### src/rtl/fifo_rd_ctrl.sv
// Read-side controller of a dual-clock FIFO. It synchronises the producer's Gray write
// pointer, sequences synchronous RAM reads into a valid/ready stream and publishes a Gray read pointer.
module fifo_rd_ctrl #(
   parameter int ADDR_W      = 4,
   parameter int SYNC_STAGES = 2,
   parameter int DATA_W      = 32
) (
   input  logic              clk,
   input  logic              reset,
   input  logic [ADDR_W:0]   wr_ptr_gray_async,
   output logic [ADDR_W:0]   rd_ptr_gray,
   output logic              mem_rd_en,
   output logic [ADDR_W-1:0] mem_rd_addr,
   input  logic [DATA_W-1:0] mem_rd_data,
   output logic [DATA_W-1:0] dout,
   output logic              dout_valid,
   input  logic              dout_ready,
   input  logic              flush,
   output logic              empty,
   output logic [ADDR_W:0]   level
);

   localparam int PW = ADDR_W + 1;

   function automatic logic [PW-1:0] gray2bin(input logic [PW-1:0] g);
      logic [PW-1:0] b;
      b[PW-1] = g[PW-1];
      for (int i = PW - 2; i >= 0; i--) begin
         b[i] = b[i+1] ^ g[i];
      end
      return b;
   endfunction

   function automatic logic [PW-1:0] bin2gray(input logic [PW-1:0] b);
      return b ^ (b >> 1);
   endfunction

   // Plain flop chain: no logic between stages, so only the last stage is decoded.
   logic [SYNC_STAGES-1:0][PW-1:0] sync_q;
   logic [PW-1:0]                  wr_bin_sync;

   logic [PW-1:0] rd_bin_q,  rd_bin_d;
   logic [PW-1:0] rd_gray_q, rd_gray_d;
   logic          valid_q,   valid_d;
   logic          rd_en;

   // NOTE: sequential state uses non-blocking (<=) so every flop samples pre-edge values.
   always_ff @(posedge clk or posedge reset) begin
      if (reset) begin
         sync_q <= '0;
      end else begin
         sync_q <= {sync_q[SYNC_STAGES-2:0], wr_ptr_gray_async};
      end
   end

   // NOTE: the every-branch default at the top of always_comb is what keeps it latch-free.
   always_comb begin
      wr_bin_sync = gray2bin(sync_q[SYNC_STAGES-1]);
      rd_en       = 1'b0;
      rd_bin_d    = rd_bin_q;
      valid_d     = valid_q;

      rd_en = (rd_bin_q != wr_bin_sync) & ~flush & (~valid_q | dout_ready);

      if (flush) begin
         rd_bin_d = wr_bin_sync;
         valid_d  = 1'b0;
      end else begin
         rd_bin_d = rd_bin_q + {{ADDR_W{1'b0}}, rd_en};
         valid_d  = rd_en | (valid_q & ~dout_ready);
      end

      rd_gray_d = bin2gray(rd_bin_d);
   end

   // NOTE: the FIFO RAM is never reset; the pointers alone decide which words are valid.
   always_ff @(posedge clk or posedge reset) begin
      if (reset) begin
         rd_bin_q  <= '0;
         rd_gray_q <= '0;
         valid_q   <= 1'b0;
      end else begin
         rd_bin_q  <= rd_bin_d;
         rd_gray_q <= rd_gray_d;
         valid_q   <= valid_d;
      end
   end

   assign empty       = (rd_bin_q == wr_bin_sync);
   assign level       = wr_bin_sync - rd_bin_q;
   assign mem_rd_en   = rd_en;
   assign mem_rd_addr = rd_bin_q[ADDR_W-1:0];
   assign rd_ptr_gray = rd_gray_q;
   assign dout        = mem_rd_data;
   assign dout_valid  = valid_q;

endmodule

### config.mk
export PLATFORM = sky130hd
export DESIGN_NAME = fifo_rd_ctrl
export DESIGN_NICKNAME = d
export VERILOG_FILES = /design/src/rtl/fifo_rd_ctrl.sv
export SDC_FILE = /design/constraint.sdc
export NUM_CORES = 1
export LEC_CHECK = 0
export ABC_CLOCK_PERIOD_IN_PS = 5700
export CAP_MARGIN = 10
export CORE_UTILIZATION = 36
export DETAILED_ROUTE_END_ITERATION = 6
export PLACE_DENSITY_LB_ADDON = 0.15
export SLEW_MARGIN = 20
export SYNTH_ARGS = -nofsm -noshare
export SYNTH_HDL_FRONTEND = slang
export SYNTH_SLANG_ARGS = --single-unit
### constraint.sdc
create_clock -name clk -period 5.7 [get_ports clk]
set_input_delay 0.855 -clock clk [delete_from_list [all_inputs] [get_ports clk]]
set_output_delay 0.855 -clock clk [all_outputs]
set_load 0.05 [all_outputs]
==> results.py <==
metrics = {
    "outcome": {
        "outcome": "complete, no violations",
    },
    "timing": {
        "fin_worst_skew_ps": 3.71,
        "max-slew-margin-rel_pct": 52.3,
        "fin_crit_ps": 4240,
        "period_share_pct": 74.5,
        "setup_viol": 0,
        "fmax_mhz": 236,
        "hold_viol_final": 0,
        "fin_tns_setup_ps": 0,
        "tightest_slew_ps": 715,
        "rsz0062_at_grt": "no",
        "slew_violations": 0,
        "fin_hold_ws_ps": 358,
    },
    "final_layout": {
        "layout_common_cells": "clkdlybuf4s50_1, dfrtp_1, inv_1",
        "finish.net_count": 156,
        "synthToLayoutAreaGrowth_pct": 7.14,
        "seqCellArea_sq_um": 500,
        "drive_gt1_share_pct": 6.60,
        "fillers": 306,
        "fin_util_pct": 40.9,
        "final_common_cell": "clkdlybuf4s50_1",
        "antenna_cells": 0,
        "multi_input_area_sq_um": 399,
    },
    "clocking": {
        "cts_max_level": 1,
        "clk_latency_ps": 290,
        "cts_tree": "done",
        "clkSinkCount": 20,
        "post_cts_resized": 0,
        "ctsHoldBuffers": 0,
        "cts_setup_buffers": 0,
        "path_clk_slew_ps": 100,
        "cts_buffer_depth": 2,
        "cts_buffers": 3,
        "cts_root_buf": "clkbuf_4",
    },
    "routing": {
        "first_pass_iters": 2,
        "wl_um": 1770,
        "routedWlPerCell_um": 11.8,
        "vias": 659,
        "drc": 0,
        "drtAntennaViolNets": 0,
        "drt-initial-drc-count": 1,
        "viasPerCell": 4.39,
    },
    "floorplanning": {
        "rows": 20,
        "die_height_um": 59.1,
        "die_area_sq_um": 3490,
        "ios": 90,
        "start_util_pct": 38.1,
        "fp.coreArea_sq_um": 3080,
        "die_w_um": 59.1,
    },
    "worst_setup_path": {
        "timing.rr.end": "rd_ptr_gray[3]",
        "crit_chain": "xor2_2 -> xnor2_2 -> xnor2_1 -> ha_1 -> inv_1 -> fa_1 -> a21o_1 -> a21oi_1 -> xor2_1 -> clkdlybuf4s50_1",
        "slowest_delay_ps": 820,
        "cp-end-kind": "output port",
        "worstSetupStartpointType": "register",
        "slowest_stage": "clkdlybuf4s50_1",
        "reg2reg_depth": 13,
        "critPathTopFamily": "buffers and inverters",
        "cp.arrival_ps": 3390,
        "cp_max_fo": 4,
        "crit_buf_inv": 2,
        "cp.required_ps": 4850,
        "rr_startpoint": "sync_q[9]",
        "startpoint": "sync_q[9]",
        "path_class": "register to output port",
        "r2r_slack_ps": 2640,
    },
    "logic_synthesis": {
        "syn_nets": 159,
        "avgSynthCellArea_sq_um": 10.6,
        "yosys-top-cells-area": "dfrtp_1, buf_4, ha_1, xor2_1, xnor2_1",
        "synth_top_cell_by_area": "dfrtp_1",
        "synth.distinct_cells": 21,
        "synth_warnings": 0,
        "seq_area_frac_synth_pct": 42.6,
        "synth_top_area_share_pct": 42.6,
        "syn_inst": 111,
        "synth-seq-cells": 20,
        "syn-cell-area_sq_um": 1170,
    },
    "power": {
        "vdd_ir_drop_max_mv": 0.146,
        "power.density_nw_per_um2": 513,
        "power_uw": 645,
        "leakagePower_nw": 0.563,
    },
    "global_route": {
        "antenna_found_initial": 0,
        "grt_max_degree": 21,
        "grt_overflow": 0,
        "grt_usage_pct": 11.7,
        "grt_pass1_wl_um": 3040,
        "grt_pass1_vias": 649,
    },
    "min_path": {
        "min_from": "sync_q[1]",
        "hold_class": "register to register",
        "hold_end": "sync_q[6]",
        "hold_depth": 0,
    },
    "placement": {
        "place_hpwl_um": 1420,
        "gp_congestion": 0.823,
        "io_buffers": 25,
    },
    "job": {
        "maxCapViolCount": 0,
    },
}
==> routing by layer <==
layer | vias up | global-route usage, % | wire (um)
li1 | 312 | - | -
met1 | 298 | 14.6 | 764
met2 | 39 | 16.7 | 807
met3 | 10 | 5.68 | 159
met4 | 0 | 5.78 | 35
met5 | - | 0 | 0
==> worst register-to-register path, stage by stage, from the launching register on <==
cell and delay, ps:
dfrtp_1 440, xor2_2 190, xnor2_2 280, xnor2_2 190, ha_1 300, nand4_1 130, nor2_1 70, nor3_1 260
ha_1 230, ha_1 190, nand3_1 100, xor2_1 150, o21ai_0 290, xor2_1 170
==> metrics by stage <==
| stage | cells | cell area, sq um | setup slack, ps |
|---|---|---|---|
| after floorplan | 111 | 1170 | 1660 |
| after global placement | 147 | 1230 | 1830 |
| after detailed placement | 147 | 1230 | 1740 |
| after CTS | 150 | 1260 | 1400 |
| after global routing | 150 | 1260 | 1250 |
| final | 150 | 1260 | 1460 |
==> area by class of cell <==
| class | instances | share of cell area (%) |
|---|---|---|
| inverters | 8 | 2.39 |
| multi-input cells | 50 | 31.7 |
| flip-flops and latches | 20 | 39.8 |
| well taps | 44 | 4.38 |
| repair buffers | 25 | 19.9 |
| clock buffers | 3 | 1.79 |
==> cells in the mapped netlist <==
library cell	count
ha_1	6
inv_1	8
o21ai_0	4
xor2_1	7
nand2_1	5
o21ai_1	1
nor2b_1	1
dfrtp_1	20
xor2_2	1
a21oi_1	4
nand3_1	2
buf_4	32
nand4_1	1
a21o_1	2
nor3_1	2
clkbuf_1	1
nor2_1	4
xnor2_2	2
xnor2_1	6
mux2_4	1
fa_1	1
==> how the worst max path moves through the flow <==
stage,to,cells after the start
after floorplan,rd_ptr_gray[3],13
after global placement,level[4],10
after detailed placement,level[4],10
after CTS,level[4],10
after global routing,level[4],10
final,level[4],10
==> power breakdown <==
part           internal (mW)  switching (mW)
sequential             0.165          0.0152
combinational          0.144           0.258
clock                 0.0246          0.0390
total                  0.333           0.312
==> registers in the layout, indices dropped and copies added (netlist names) <==
register / flops
rd_bin_q: 5
dout_valid: 1
sync_q: 10
rd_ptr_gray: 4
==> logic make-up (layout without fill, tap and decap cells) <==
logic type                 Yosys count  in the layout  synth area share [%]
AOI/OAI and AO/OA                   11             11                  5.12
xor gates and xnor gates            16             16                  13.9
adders and majority gates            7              7                  8.10
buffers and inverters               41             36                  23.3
DFF                                 20             20                  42.6
muxes                                1              1                  1.28
and+or+nand+nor                     15             15                  5.65
Note: power is estimated with default switching activity, not from simulation.
